`src/rtl/example_top_pkg.sv`:
```
// Shared types and constants for the RGB colour-cycler demo: colour encoding,
// UART report/command characters and the one-entry TX request record.
package example_top_pkg;

  // One-hot so the state register drives {red, green, blue} directly.
  typedef enum logic [2:0] {
    RED   = 3'b100,
    GREEN = 3'b010,
    BLUE  = 3'b001
  } colour_e;

  localparam logic [7:0] CHR_R = 8'h52;
  localparam logic [7:0] CHR_G = 8'h47;
  localparam logic [7:0] CHR_B = 8'h42;

  localparam logic [7:0] CMD_R = 8'h72;
  localparam logic [7:0] CMD_G = 8'h67;
  localparam logic [7:0] CMD_B = 8'h62;

  typedef struct packed {
    logic       vld;
    logic [7:0] data;
  } tx_req_t;

  function automatic logic [7:0] colour_char(colour_e c);
    case (c)
      RED:     return CHR_R;
      GREEN:   return CHR_G;
      default: return CHR_B;
    endcase
  endfunction

  function automatic colour_e colour_next(colour_e c);
    case (c)
      RED:     return GREEN;
      GREEN:   return BLUE;
      default: return RED;
    endcase
  endfunction

endpackage

```
`src/rtl/uart_8n1.sv`:
```
// 8N1 UART: transmitter with a valid/ready load port and a receiver that
// reports each correctly framed byte as a one-cycle rx_valid pulse.
module uart_8n1 #(
  parameter int BAUD_DIV = 16
) (
  input  logic       gclk,
  input  logic       grst_n,
  input  logic [7:0] tx_data,
  input  logic       tx_valid,
  output logic       tx_ready,
  output logic [7:0] rx_data,
  output logic       rx_valid,
  output logic       txd,
  input  logic       rxd
);
  localparam int BW = $clog2(BAUD_DIV);
  localparam logic [BW-1:0] FULL = BW'(BAUD_DIV - 1);
  localparam logic [BW-1:0] HALF = BW'(BAUD_DIV / 2 - 1);

  localparam logic [1:0] RX_IDLE  = 2'd0;
  localparam logic [1:0] RX_START = 2'd1;
  localparam logic [1:0] RX_DATA  = 2'd2;
  localparam logic [1:0] RX_STOP  = 2'd3;

  // ---------------- transmitter ----------------
  logic          tx_busy;
  logic [BW-1:0] tx_baud;
  logic [3:0]    tx_bit;
  logic [8:0]    tx_sr;

  assign tx_ready = !tx_busy;

  // txd is registered: the start bit appears on the edge that loads the byte.
  always_ff @(posedge gclk or negedge grst_n) begin
    if (!grst_n) begin
      tx_busy <= 1'b0;
      tx_baud <= '0;
      tx_bit  <= '0;
      tx_sr   <= '1;
      txd     <= 1'b1;
    end else if (!tx_busy) begin
      if (tx_valid) begin
        tx_busy <= 1'b1;
        tx_baud <= '0;
        tx_bit  <= '0;
        tx_sr   <= {1'b1, tx_data};
        txd     <= 1'b0;
      end
    end else if (tx_baud == FULL) begin
      tx_baud <= '0;
      if (tx_bit == 4'd9) begin
        tx_busy <= 1'b0;
      end else begin
        txd    <= tx_sr[0];
        tx_sr  <= {1'b1, tx_sr[8:1]};
        tx_bit <= tx_bit + 1'b1;
      end
    end else begin
      tx_baud <= tx_baud + 1'b1;
    end
  end

  // ---------------- receiver ----------------
  logic          rxd_meta, rxd_s, rxd_prev;
  logic [1:0]    rx_st;
  logic [BW-1:0] rx_baud;
  logic [2:0]    rx_bit;
  logic [7:0]    rx_sr;

  always_ff @(posedge gclk or negedge grst_n) begin
    if (!grst_n) begin
      rxd_meta <= 1'b1;
      rxd_s    <= 1'b1;
      rxd_prev <= 1'b1;
    end else begin
      rxd_meta <= rxd;
      rxd_s    <= rxd_meta;
      rxd_prev <= rxd_s;
    end
  end

  always_ff @(posedge gclk or negedge grst_n) begin
    if (!grst_n) begin
      rx_st    <= RX_IDLE;
      rx_baud  <= '0;
      rx_bit   <= '0;
      rx_sr    <= '0;
      rx_data  <= '0;
      rx_valid <= 1'b0;
    end else begin
      rx_valid <= 1'b0;
      case (rx_st)
        RX_IDLE: begin
          if (rxd_prev && !rxd_s) begin
            rx_st   <= RX_START;
            rx_baud <= '0;
          end
        end
        RX_START: begin
          // Half a bit in: a line back high was only a glitch.
          if (rx_baud == HALF) begin
            rx_baud <= '0;
            rx_bit  <= '0;
            rx_st   <= rxd_s ? RX_IDLE : RX_DATA;
          end else begin
            rx_baud <= rx_baud + 1'b1;
          end
        end
        RX_DATA: begin
          if (rx_baud == FULL) begin
            rx_baud <= '0;
            rx_sr   <= {rxd_s, rx_sr[7:1]};
            rx_bit  <= rx_bit + 1'b1;
            if (rx_bit == 3'd7) rx_st <= RX_STOP;
          end else begin
            rx_baud <= rx_baud + 1'b1;
          end
        end
        default: begin
          if (rx_baud == FULL) begin
            rx_baud <= '0;
            rx_st   <= RX_IDLE;
            if (rxd_s) begin
              rx_data  <= rx_sr;
              rx_valid <= 1'b1;
            end
          end else begin
            rx_baud <= rx_baud + 1'b1;
          end
        end
      endcase
    end
  end

endmodule

```
`src/rtl/example_top.sv`:
```
// Board-level demo: steps an RGB LED RED->GREEN->BLUE every LED_PERIOD cycles,
// reports each change over UART TX and accepts r/g/b commands over UART RX.
module example_top
  import example_top_pkg::*;
#(
  parameter int LED_PERIOD = 1024,
  parameter int BAUD_DIV   = 16
) (
  input  logic osc_clk_in,
  input  logic osc_reset_,
  output logic led_red,
  output logic led_green,
  output logic led_blue,
  input  logic button,
  output logic uart_txd,
  input  logic uart_rxd
);
  localparam int CW = $clog2(LED_PERIOD);
  localparam logic [CW-1:0] CNT_MAX = CW'(LED_PERIOD - 1);

  logic          btn_meta, btn_sync;
  logic [CW-1:0] cnt, cnt_nxt;
  colour_e       state, state_nxt, cmd_colour;
  logic          chg, cmd_hit;
  tx_req_t       pend;
  logic          tx_ready, rx_valid;
  logic [7:0]    rx_data;

  assign {led_red, led_green, led_blue} = state;

  always_ff @(posedge osc_clk_in or negedge osc_reset_) begin
    if (!osc_reset_) begin
      btn_meta <= 1'b1;
      btn_sync <= 1'b1;
    end else begin
      btn_meta <= button;
      btn_sync <= btn_meta;
    end
  end

  always_comb begin
    cmd_hit    = 1'b0;
    cmd_colour = RED;
    case (rx_data)
      CMD_R:   begin cmd_hit = 1'b1; cmd_colour = RED;   end
      CMD_G:   begin cmd_hit = 1'b1; cmd_colour = GREEN; end
      CMD_B:   begin cmd_hit = 1'b1; cmd_colour = BLUE;  end
      default: ;
    endcase
  end

  // A received command overrides a same-cycle auto-step and restarts the period.
  always_comb begin
    state_nxt = state;
    cnt_nxt   = cnt;
    chg       = 1'b0;
    if (rx_valid && cmd_hit) begin
      state_nxt = cmd_colour;
      cnt_nxt   = '0;
      chg       = 1'b1;
    end else if (btn_sync) begin
      if (cnt == CNT_MAX) begin
        state_nxt = colour_next(state);
        cnt_nxt   = '0;
        chg       = 1'b1;
      end else begin
        cnt_nxt = cnt + 1'b1;
      end
    end
  end

  // A new report always wins over the clear from a same-cycle TX load.
  always_ff @(posedge osc_clk_in or negedge osc_reset_) begin
    if (!osc_reset_) begin
      state <= RED;
      cnt   <= '0;
      pend  <= '0;
    end else begin
      state <= state_nxt;
      cnt   <= cnt_nxt;
      if (chg) begin
        pend.vld  <= 1'b1;
        pend.data <= colour_char(state_nxt);
      end else if (pend.vld && tx_ready) begin
        pend.vld <= 1'b0;
      end
    end
  end

  uart_8n1 #(.BAUD_DIV(BAUD_DIV)) u_uart (
    .gclk     (osc_clk_in),
    .grst_n   (osc_reset_),
    .tx_data  (pend.data),
    .tx_valid (pend.vld),
    .tx_ready (tx_ready),
    .rx_data  (rx_data),
    .rx_valid (rx_valid),
    .txd      (uart_txd),
    .rxd      (uart_rxd)
  );

endmodule

```
`config.mk`:
```
export PLATFORM = sky130hd
export DESIGN_NAME = example_top
export DESIGN_NICKNAME = d
export VERILOG_FILES = /design/src/rtl/example_top_pkg.sv /design/src/rtl/uart_8n1.sv /design/src/rtl/example_top.sv
export SDC_FILE = /design/constraint.sdc
export NUM_CORES = 1
export LEC_CHECK = 0
export CAP_MARGIN = 15
export CORE_MARGIN = 2
export CORE_UTILIZATION = 40
export DETAILED_ROUTE_END_ITERATION = 8
export GPL_TIMING_DRIVEN = 1
export PLACE_DENSITY = 0.67
export SLEW_MARGIN = 20
export SYNTH_ARGS = -nofsm -noshare
export SYNTH_HDL_FRONTEND = slang
export SYNTH_SLANG_ARGS = --single-unit
```
`constraint.sdc`:
```
create_clock -name osc_clk_in -period 2 [get_ports osc_clk_in]
set_clock_uncertainty 0.2 [all_clocks]
set_input_delay 0.3 -clock osc_clk_in [delete_from_list [all_inputs] [get_ports osc_clk_in]]
set_output_delay 0.3 -clock osc_clk_in [all_outputs]
set_load 0.005 [all_outputs]
```
==> results by group <==
Setup path
  • Crit path from: state[2]
  • Cell Chain, Critical Path: clkdlybuf4s50_1
  • Worst flop-to-flop path endpoint: u_uart.tx_bit[3]
  • Setup CP Type: flop to output port
  • CP max-delay cell: dfstp_2
  • Cell family with most CP delay: flip-flops
  • Worst setup SP type: flop
  • CP endpoint: led_red
  • R2R depth: 5
  • CP Depth: 1
  • Largest stage delay, worst path: 0.56 ns
  • Highest fanout seen on the critical path: 3
  • WP data required: 1.50 ns
  • Worst Setup End Kind: output port
  • Worst reg2reg path startpoint: u_uart.tx_baud[1]
  • FF-to-FF setup slack: 0.11 ns
  • Data arrival, critical path: 1.40 ns
  • Worst Path Buf+Inv: 1

Detailed routing
  • Final ANT Viol Nets: 0
  • TritonRoute pass-1 iters: 4
  • DR iter-0 viols: 87
  • Wire length per cell: 13.22 µm
  • Vias: 2,104
  • Drt drc: 0
  • DR vias/cell: 5.221
  • Total Wirelength: 5326 µm

Logic synthesis
  • List of most frequent post-synthesis cells: 51 x dfrtp_1, 21 x nand2_1, 19 x mux2_2
  • Synth unique cells: 56
  • Post-synth ARST share: 1.000
  • Post-synth top flop: dfrtp_1
  • Yosys Warn Count: 0
  • Yosys top cell by area: dfrtp_1
  • #FFs+latches synth: 66
  • Share of the synthesized area in the top cell type: 0.4133
  • EDFF count, synth: 0
  • Synth area leaders: dfrtp_1 41%, dfstp_2 13%, mux2_2 6.9%
  • Gate Count Post-Synth: 269
  • Most frequent cell after synthesis: dfrtp_1
  • Register area share after synthesis: 0.5409
  • Synthesized area: 0.003088 mm²
  • Syn_area_per_cell: 11.48 µm²
  • Mapped Nets: 285

Die
  • Die width: 91.86 µm
  • Std-Cell Rows: 32
  • Starting Density: 0.4059
  • Core footprint: 0.007607 mm²
  • Die Area: 0.008438 mm²
  • Die Span Y: 91.86 µm
  • # IOs: 8

Power and ir drop
  • Cell-internal power: 0.002321 W
  • P per Cell Area: 928.2 mW/mm²
  • Sw Pwr: 0.001035 W
  • Leakage power: 1.621 nW
  • Flop pwr share: 0.484
  • Overall Power: 0.003356 W
  • Gate power share: 0.180
  • Switching Share: 0.3084
  • Clock share of power: 0.335
  • Worst IR drop on VDD: 0.0005834 V

Status
  • Status: finished, final reports clean

Global route
  • Largest net degree at the start of global routing: 29
  • GR Util All Layers: 0.1424
  • Remaining Overflow, GRT: 0
  • Vias in the first global route: 2,171
  • First-pass GRT wire length: 9542 µm
  • Initial antenna violation count: 0

Placed design
  • I/O Buffers: 7
  • Post-DP HPWL: 3862 µm
  • Placed Cells: 386
  • Routability Congestion: 0.7515

Clock network
  • H-Tree Depth: 3
  • Post-CTS Setup Bufs: 0
  • Skew-Pair Late Insertion Delay: 0.35 ns
  • Worst-case clock buffer depth: 2
  • Sink Count: 66
  • Clock slew at reported path FFs: 0.07 ns
  • CTS tree: done
  • Root Driver: clkbuf_8
  • CTS buffer count: 9

Timing
  • TNS Setup: 0 ns
  • Max Freq: 0.5265 GHz
  • Worst slew margin: 0.7216
  • Fraction of the cycle the final worst path needs: 0.9496
  • Slew Viols, Final: 0
  • RSZ-0062 raised after global routing: no
  • Final Hold Vio Count: 0
  • Slew @ Worst Pin: 0.4175 ns
  • Min cycle time layout: 1.899 ns
  • Setup violators final: 0
  • Worst hold slack: 0.1520 ns

Final layout
  • Ant. Diodes: 0
  • Synthesis-to-layout area growth: 17.10%
  • Layout Nets: 312
  • Layout cells sized above 1: 0.2525
  • Cell Count, Final, Fillers Out: 403

Worst hold path
  • Hold Path Class: primary input to flop

Run
  • Max Cap Violations: 0
power by group through the flow:
stage	clock, W	sequential (W)	combinational [W]
2_1_floorplan	0	0.00159	0.000493
3_3_place_gp	0	0.00164	0.000593
3_5_place_dp	0	0.00164	0.000613
4_1_cts	0.00116	0.00162	0.000612
5_1_grt	0.00121	0.00164	0.000714
6_report	0.00113	0.00163	0.000606
area by class of cell:
class	instances	area, µm²
fillers	713	3991
inverters	11	41.29
well taps	102	127.6
clock inverters	7	77.57
multi-input cells	185	1360
clock buffers	9	123.9
flip-flops and latches	66	1673
repair buffers	23	212.7
metrics by stage:
step	cell area [µm²]	util	setup slack, ns
floorplan	3088	-	0.1443
global placement	3379	0.4442	0.08173
detailed placement	3379	0.4442	0.05481
CTS	3591	0.4720	0.03952
global route	3616	0.4753	0.004572
finish	3616	0.4753	0.1007
worst min-delay path by stage:
stage                    start           endpoint  slack [ns]  depth (start not counted)
floorplan           osc_reset_             cnt[0]       -0.20                          0
global placement    osc_reset_  u_uart.tx_baud[0]        0.06                          1
detailed placement  osc_reset_            pend[1]        0.06                          1
CTS                   uart_rxd    u_uart.rxd_meta        0.14                          1
global route          uart_rxd    u_uart.rxd_meta        0.15                          1
finish                uart_rxd    u_uart.rxd_meta        0.15                          1
metal layers:
metal / up-vias / routed length [µm] / track usage
li1: 1030 / - / -
met5: - / 0 / 0
met1: 1039 / 2491 / 0.1731
met4: 0 / 128 / 0.08085
met2: 24 / 2553 / 0.2335
met3: 11 / 152 / 0.03205
sequential cells by signal, indices dropped and copies added, names as in the netlist, 2 cells and up:
name,flops
u_uart.rx_sr,8
u_uart.rx_st,2
u_uart.tx_sr,8
cnt,10
state,3
u_uart.rx_data,8
pend,4
u_uart.rx_bit,3
u_uart.rx_baud,4
u_uart.tx_bit,4
u_uart.tx_baud,4
worst register-to-register path, stage by stage, from the launching register on:
cell and delay, ns:
dfrtp_1 0.40, ha_2 0.22, nand3_1 0.11, a211o_4 0.41, or3_1 0.35, a21oi_1 0.14
cell usage in the layout (no fill, tap or decap), types with 5 or more instances in the layout:
cell | synthesis | layout
o21ai_0 | 13 | 13
nand4_1 | 6 | 6
xnor2_1 | 5 | 5
nand2_1 | 21 | 21
dfrtp_1 | 51 | 49
clkbuf_8 | 0 | 9
nand3_1 | 9 | 9
inv_1 | 11 | 11
a21oi_1 | 10 | 10
nor2_1 | 14 | 14
buf_4 | 0 | 13
clkdlybuf4s50_1 | 0 | 6
mux2_2 | 19 | 19
dfstp_2 | 15 | 15
ha_1 | 12 | 11
cells by family after synthesis:
kind of cell,Yosys count,share of synthesized area
buf+inv,18,0.02593
simple gates,87,0.1556
compound gates,55,0.1244
fa+ha+maj,12,0.04862
mux,22,0.07901
xor+xnor,9,0.02552
flops,66,0.5409
repair_timing:
item / CTS / global route
endpoints found under the hold margin: 12 / 0
hold buffers: 1 / 0
endpoints found under the setup margin: 0 / 14
resized for setup: 0 / 7
No activity file was read; power rests on OpenSTA's default activity.
